==> config.mk <==
export PLATFORM = sky130hd
export DESIGN_NAME = rv32_icache
export DESIGN_NICKNAME = d
export VERILOG_FILES = /design/src/rtl/rv32_icache_pkg.sv /design/src/rtl/rv32_icache_ram.sv /design/src/rtl/rv32_icache.sv
export SDC_FILE = /design/constraint.sdc
export NUM_CORES = 2
export LEC_CHECK = 0
export ABC_CLOCK_PERIOD_IN_PS = 8100
export CAP_MARGIN = 40
export CORE_ASPECT_RATIO = 0.7
export CORE_UTILIZATION = 65
export DETAILED_ROUTE_END_ITERATION = 6
export MAX_ROUTING_LAYER = met4
export PLACE_DENSITY = 0.84
export SETUP_SLACK_MARGIN = 0.02
export SLEW_MARGIN = 20
export SYNTH_ARGS = -nofsm -noshare
export SYNTH_HDL_FRONTEND = slang
export SYNTH_SLANG_ARGS = --single-unit
==> constraint.sdc <==
create_clock -name clk -period 8.1 [get_ports clk]
set_input_delay 1.62 -clock clk [delete_from_list [all_inputs] [get_ports clk]]
set_output_delay 1.62 -clock clk [all_outputs]
set_load 0.01 [all_outputs]
==> src/rtl/rv32_icache_pkg.sv <==
// rv32_icache_pkg: state type and address-field helpers for rv32_icache.
// Define RV32_ICACHE_FLUSH_EN to add the FLUSH state.
package rv32_icache_pkg;

  typedef enum logic [1:0] {
    S_LOOKUP  = 2'd0,
    S_FILL    = 2'd1,
    S_RESPOND = 2'd2
`ifdef RV32_ICACHE_FLUSH_EN
    ,
    S_FLUSH   = 2'd3
`endif
  } state_e;

  function automatic int idx_bits(input int lines);
    return $clog2(lines);
  endfunction

  function automatic int tag_bits(input int lines);
    return 30 - $clog2(lines);
  endfunction

  // Line index: word address modulo the line count.
  function automatic logic [31:0] addr_index(
    input logic [31:0] a,
    input int          lines
  );
    return (a >> 2) & 32'(lines - 1);
  endfunction

  // Tag: everything above the index field.
  function automatic logic [31:0] addr_tag(
    input logic [31:0] a,
    input int          idxw
  );
    return a >> (2 + idxw);
  endfunction

endpackage

==> src/rtl/rv32_icache_ram.sv <==
// rv32_icache_ram: synchronous tag+data store, one read and one write port.
// A read colliding with a write of the same line returns the written word.
module rv32_icache_ram
  import rv32_icache_pkg::*;
#(
  parameter int LINES = 64,
  parameter int TAGW  = 24
) (
  input  logic                     clk,
  input  logic                     rd_en_in,
  input  logic [$clog2(LINES)-1:0] rd_idx_in,
  output logic [TAGW-1:0]          rd_tag_out,
  output logic [31:0]              rd_data_out,
  input  logic                     wr_en_in,
  input  logic [$clog2(LINES)-1:0] wr_idx_in,
  input  logic [TAGW-1:0]          wr_tag_in,
  input  logic [31:0]              wr_data_in
);

  logic [TAGW+31:0] mem_q [LINES];
  logic [TAGW+31:0] rd_q;
  logic [TAGW+31:0] rd_d;

  // Read data: hold unless read; write-first on an index collision.
  always_comb begin
    rd_d = rd_q;
    if (rd_en_in) begin
      if (wr_en_in && (wr_idx_in == rd_idx_in)) begin
        rd_d = {wr_tag_in, wr_data_in};
      end else begin
        rd_d = mem_q[rd_idx_in];
      end
    end
  end

  // Storage array write port.
  always_ff @(posedge clk) begin
    if (wr_en_in) begin
      mem_q[wr_idx_in] <= {wr_tag_in, wr_data_in};
    end
  end

  // Registered read port.
  always_ff @(posedge clk) begin
    rd_q <= rd_d;
  end

  assign rd_tag_out  = rd_q[TAGW+31:32];
  assign rd_data_out = rd_q[31:0];

endmodule

==> src/rtl/rv32_icache.sv <==
// rv32_icache: direct-mapped one-word-line instruction cache for fetch.
// Define RV32_ICACHE_FLUSH_EN to add flush_in and the FLUSH state.
module rv32_icache
  import rv32_icache_pkg::*;
#(
  parameter int LINES = 64
) (
  input  logic        clk,
  input  logic        reset,
  input  logic        instr_read_in,
  input  logic [31:0] instr_address_in,
`ifdef RV32_ICACHE_FLUSH_EN
  input  logic        flush_in,
`endif
  output logic [31:0] instr_read_value_out,
  output logic        instr_ready_out,
  output logic        mem_read_out,
  output logic [31:0] mem_address_out,
  input  logic [31:0] mem_read_value_in,
  input  logic        mem_ready_in
);

  localparam int IDX  = idx_bits(LINES);
  localparam int TAGW = tag_bits(LINES);

  state_e           state_q, state_d;
  logic [29:0]      req_word_q, req_word_d;
  logic             cap_q, cap_d;
  logic [31:0]      rdata_q, rdata_d;
  logic [LINES-1:0] valid_q, valid_d;
`ifdef RV32_ICACHE_FLUSH_EN
  logic [IDX-1:0]   fidx_q, fidx_d;
  logic             fpend_q, fpend_d;
`endif

  logic [31:0]     req_addr;
  logic [IDX-1:0]  req_idx;
  logic [IDX-1:0]  in_idx;
  logic [TAGW-1:0] req_tag;
  logic [TAGW-1:0] ram_tag;
  logic [31:0]     ram_data;
  logic            rd_en;
  logic            wr_en;
  logic            hit;
  logic            miss;
  logic            unused_bits;

  assign req_addr    = {req_word_q, 2'b00};
  assign req_idx     = IDX'(addr_index(req_addr, LINES));
  assign req_tag     = TAGW'(addr_tag(req_addr, IDX));
  assign in_idx      = IDX'(addr_index(instr_address_in, LINES));
  assign unused_bits = ^instr_address_in[1:0];

  // Lookup result for the address captured on the previous edge.
  assign hit  = cap_q && (state_q == S_LOOKUP) &&
                valid_q[req_idx] && (ram_tag == req_tag);
  assign miss = cap_q && (state_q == S_LOOKUP) && !hit;

  rv32_icache_ram #(
    .LINES (LINES),
    .TAGW  (TAGW)
  ) u_ram (
    .clk         (clk),
    .rd_en_in    (rd_en),
    .rd_idx_in   (in_idx),
    .rd_tag_out  (ram_tag),
    .rd_data_out (ram_data),
    .wr_en_in    (wr_en),
    .wr_idx_in   (req_idx),
    .wr_tag_in   (req_tag),
    .wr_data_in  (mem_read_value_in)
  );

  // Next-state: capture, miss detection, fill and flush sequencing.
  always_comb begin
    state_d    = state_q;
    req_word_d = req_word_q;
    cap_d      = 1'b0;
    rdata_d    = rdata_q;
    valid_d    = valid_q;
    rd_en      = 1'b0;
    wr_en      = 1'b0;
`ifdef RV32_ICACHE_FLUSH_EN
    fidx_d     = fidx_q;
    fpend_d    = fpend_q;
`endif
    unique case (state_q)
      S_LOOKUP, S_RESPOND: begin
        state_d = S_LOOKUP;
`ifdef RV32_ICACHE_FLUSH_EN
        if (flush_in) begin
          state_d = S_FLUSH;
          fidx_d  = '0;
        end else
`endif
        if (miss) begin
          state_d = S_FILL;
        end else if (instr_read_in) begin
          req_word_d = instr_address_in[31:2];
          cap_d      = 1'b1;
          rd_en      = 1'b1;
        end
      end
      S_FILL: begin
`ifdef RV32_ICACHE_FLUSH_EN
        if (flush_in) begin
          fpend_d = 1'b1;
        end
`endif
        if (mem_ready_in) begin
          wr_en            = 1'b1;
          valid_d[req_idx] = 1'b1;
          rdata_d          = mem_read_value_in;
          state_d          = S_RESPOND;
`ifdef RV32_ICACHE_FLUSH_EN
          if (flush_in || fpend_q) begin
            state_d = S_FLUSH;
            fidx_d  = '0;
            fpend_d = 1'b0;
          end
`endif
        end
      end
`ifdef RV32_ICACHE_FLUSH_EN
      S_FLUSH: begin
        valid_d[fidx_q] = 1'b0;
        fidx_d          = fidx_q + 1'b1;
        if (fidx_q == IDX'(LINES - 1)) begin
          state_d = S_LOOKUP;
        end
      end
`endif
      default: begin
        state_d = S_LOOKUP;
      end
    endcase
  end

  // State and request registers; reset drops any outstanding fill.
  always_ff @(posedge clk or posedge reset) begin
    if (reset) begin
      state_q    <= S_LOOKUP;
      req_word_q <= '0;
      cap_q      <= 1'b0;
      rdata_q    <= '0;
      valid_q    <= '0;
`ifdef RV32_ICACHE_FLUSH_EN
      fidx_q     <= '0;
      fpend_q    <= 1'b0;
`endif
    end else begin
      state_q    <= state_d;
      req_word_q <= req_word_d;
      cap_q      <= cap_d;
      rdata_q    <= rdata_d;
      valid_q    <= valid_d;
`ifdef RV32_ICACHE_FLUSH_EN
      fidx_q     <= fidx_d;
      fpend_q    <= fpend_d;
`endif
    end
  end

  assign mem_read_out    = (state_q == S_FILL);
  assign mem_address_out = {req_word_q, 2'b00};
  assign instr_ready_out = hit || (state_q == S_RESPOND);

  // Returned word: filled word in RESPOND, RAM word on a hit.
  always_comb begin
    instr_read_value_out = '0;
    if (state_q == S_RESPOND) begin
      instr_read_value_out = rdata_q;
    end else if (hit) begin
      instr_read_value_out = ram_data;
    end
  end

endmodule
==> qor.txt <==
Status - finished with violations
Failing checks - DRC
CTS tree - done
Static leakage - 0.0515 uW
Post-DP HPWL - 228,000 um
Comb pwr share - 12.8%
Global-route wire length before repair - 622,000 um
Met3 Usage GRT - 13.6%
Commonest cells post-synth - edfxtp_1, mux4_2, clkbuf_1
Power, Total - 45,600 uW
Max-slew violations - 0
Antenna Nets Post-Route - 0
Largest net degree at the start of global routing - 118
Synth top area share - 75.7%
RSZ-0062 raised after global routing - false
Port Buffers - 129
Filler cells - 10,800
Most common cell in the netlist - edfxtp_1
Cell Pwr Density - 281 nW/um^2
GR Overflow Total - 0
Tmin final - 6950 ps
Root buf cell - clkbuf_16
Layout cell share with drive strength beyond 1 - 31.0%
Async SR Flop Fraction - 3.42%
Placer Congestion - 0.876
Met2 track demand over resource - 61.9%
Total GRT Usage - 42.7%
Top cells by area, synth - edfxtp_1, mux4_2, dfrtp_1, mux2i_1, clkbuf_1
Syn Inst Count - 6,091
I/O pin cnt - 134
Setup tns final - 0 ps
Full die area - 224,000 sq um
Synthesized area - 144,000 sq um
Residual DRC - 5
Final worst slack - 1150 ps
R2R Setup Slk - 3090 ps
Non-Filler Instances - 9,701
Headroom to the max-slew limit - 21.5%
Pint - 33,500 uW
Antenna violations before repair - 30
Flop pwr share - 51.8%
Vias/cell - 8.19
Avg WL per Cell - 48.6 um
Clock buffer depth - 4
Overall via count from detail_route - 79,400
Hold_buf cts - 0
Number of enable flip-flop cells after synthesis - 3,640
Most used flip-flop cell after synthesis - edfxtp_1
Synth unique cells - 46
Clock Latency Late Sink - 910 ps
Worst hold path stage count - 1
Worst EP required - 6480 ps
Setup crit start kind - flip-flop
DRT Wirelength - 471,000 um
Clk slew on worst S/H paths - 70 ps
Clock share of power - 35.3%
Worst-Margin Slew - 1170 ps
HP Class - reg -> reg
Max Clock Freq - 144 MHz
Pre-antenna DRT Iters - 7
NetSw - 12,100 uW
Hold Violations, Final - 0
Initial Util - 65.5%
GRT Max-Usage Layer - met2
Clock Skew - 56.4 ps
Area grow syn2layout - 12.6%
Fin util - 73.7%
Yosys reg bits - 3,769
TritonCTS Sinks - 3,769
Post-synth top area cell - edfxtp_1
DR iter-0 viols - 17,700
Dpl ws - 2020 ps
M1 GR Usage - 54.0%
Rows - 144
Synth warn - 0
TritonCTS Buffers - 330
Critical Path Sink Type - output port
H-tree levels - 5
DP Cell Count - 9,053
Core area - 221,000 sq um
Post-synthesis sequential area ratio - 77.9%
Reg2Reg Depth - 8
Die X - 565 um
Worst-path maximum fanout - 69
Vias in the first global route - 77,500
CP arrival - 5330 ps
Max_cap viols - 0
Nets - 6,559
Synth Area per Inst - 23.7 sq um
Total setup buffers inserted after CTS - 0
Peak supply drop - 484 uV
Kind of critical path - reg -> out
Setup violators final - 0
Post-cts sizing count - 0
Final Cycle Share - 85.8%
Die height - 396 um
Switching share of power - 26.5%
==> sequential cells by signal, indices dropped and copies added (netlist names) <==
| signal | flops |
|---|---|
| u_ram.mem_q | 3584 |
| state_q | 2 |
| valid_q | 64 |
| cap_q | 1 |
| rdata_q | 32 |
| req_word_q | 30 |
| u_ram.rd_q | 56 |
==> cell usage in the layout, fill, tap and decap left out, types with 79 or more instances in the layout <==
cell type and count:
dfrtp_1 105, clkdlybuf4s50_1 91, mux4_2 1095, mux2i_1 93, buf_4 168, clkbuf_16 337, nand2_1 174, a22oi_1 81
buf_12 79, edfxtp_1 3640
==> stage by stage <==
step	hold slack [ps]	cell area (sq um)
6_report	475	163000
5_1_grt	486	163000
4_1_cts	470	162000
3_5_place_dp	453	152000
3_3_place_gp	449	150000
2_1_floorplan	439	144000
==> worst max-delay path, cell delays in order, from the launching register on <==
cell             delay [ps]
dfrtp_2                 340
buf_4                   720
xor2_1                  240
nor4_1                  510
nand2_1                 130
or4b_1                  650
a2111oi_4               370
buf_4                   430
a22o_1                  400
clkdlybuf4s50_1         610
==> cells by family after synthesis <==
logic type	Yosys count	synth area share, %
xor gates and xnor gates	24	0.146
AOI/OAI and AO/OA	303	1.51
DFF	3769	77.9
other	1	0.00260
buffers and inverters	352	1.05
and+or+nand+nor	419	1.39
muxes	1223	18.0
==> metal layers <==
metal,vias to the layer above,share of wire [%],routed length [um]
li1,26900,-,-
met1,40000,30,140000
met2,10200,46,216000
met3,2321,17,78400
met4,0,7.7,36300
met5,-,0,0
==> layout make-up <==
cell class	instances	area [sq um]	share of cell area (%)
Tap cell	2920	3650	2.25
Clock buffer	405	8720	5.36
Multi-Input combinational cell	1971	30900	19.0
Sequential cell	3769	113000	69.2
Clock inverter	177	1710	1.05
Inverter	2	12.5	0.00770
Timing Repair Buffer	417	4900	3.01
Antenna cell	40	100	0.0616
==> power by group through the flow <==
stage	clock network (uW)	registers, uW	logic [uW]
final	16100	23600	5850
after floorplan	0	24400	2300
after global routing	16600	23600	5860
after global placement	0	23900	4830
after detailed placement	0	23900	5240
after CTS	16000	23600	5470
==> path summary, 6_finish.rpt <==
path / startpoint / endpoint
max reg2reg: state_q[0]$_DFFE_PP0P_ / u_ram.mem_q[0][30]$_DFFE_PP_
max: req_word_q[18]$_DFFE_PP0P_ / instr_read_value_out[3]
min: valid_q[62]$_DFFE_PP0P_ / valid_q[62]$_DFFE_PP0P_
max in group asynchronous: reset / rdata_q[26]$_DFFE_PP0P_
min in group asynchronous: reset / req_word_q[14]$_DFFE_PP0P_
min reg2reg: valid_q[62]$_DFFE_PP0P_ / valid_q[62]$_DFFE_PP0P_
No activity file was read; power rests on OpenSTA's default activity.
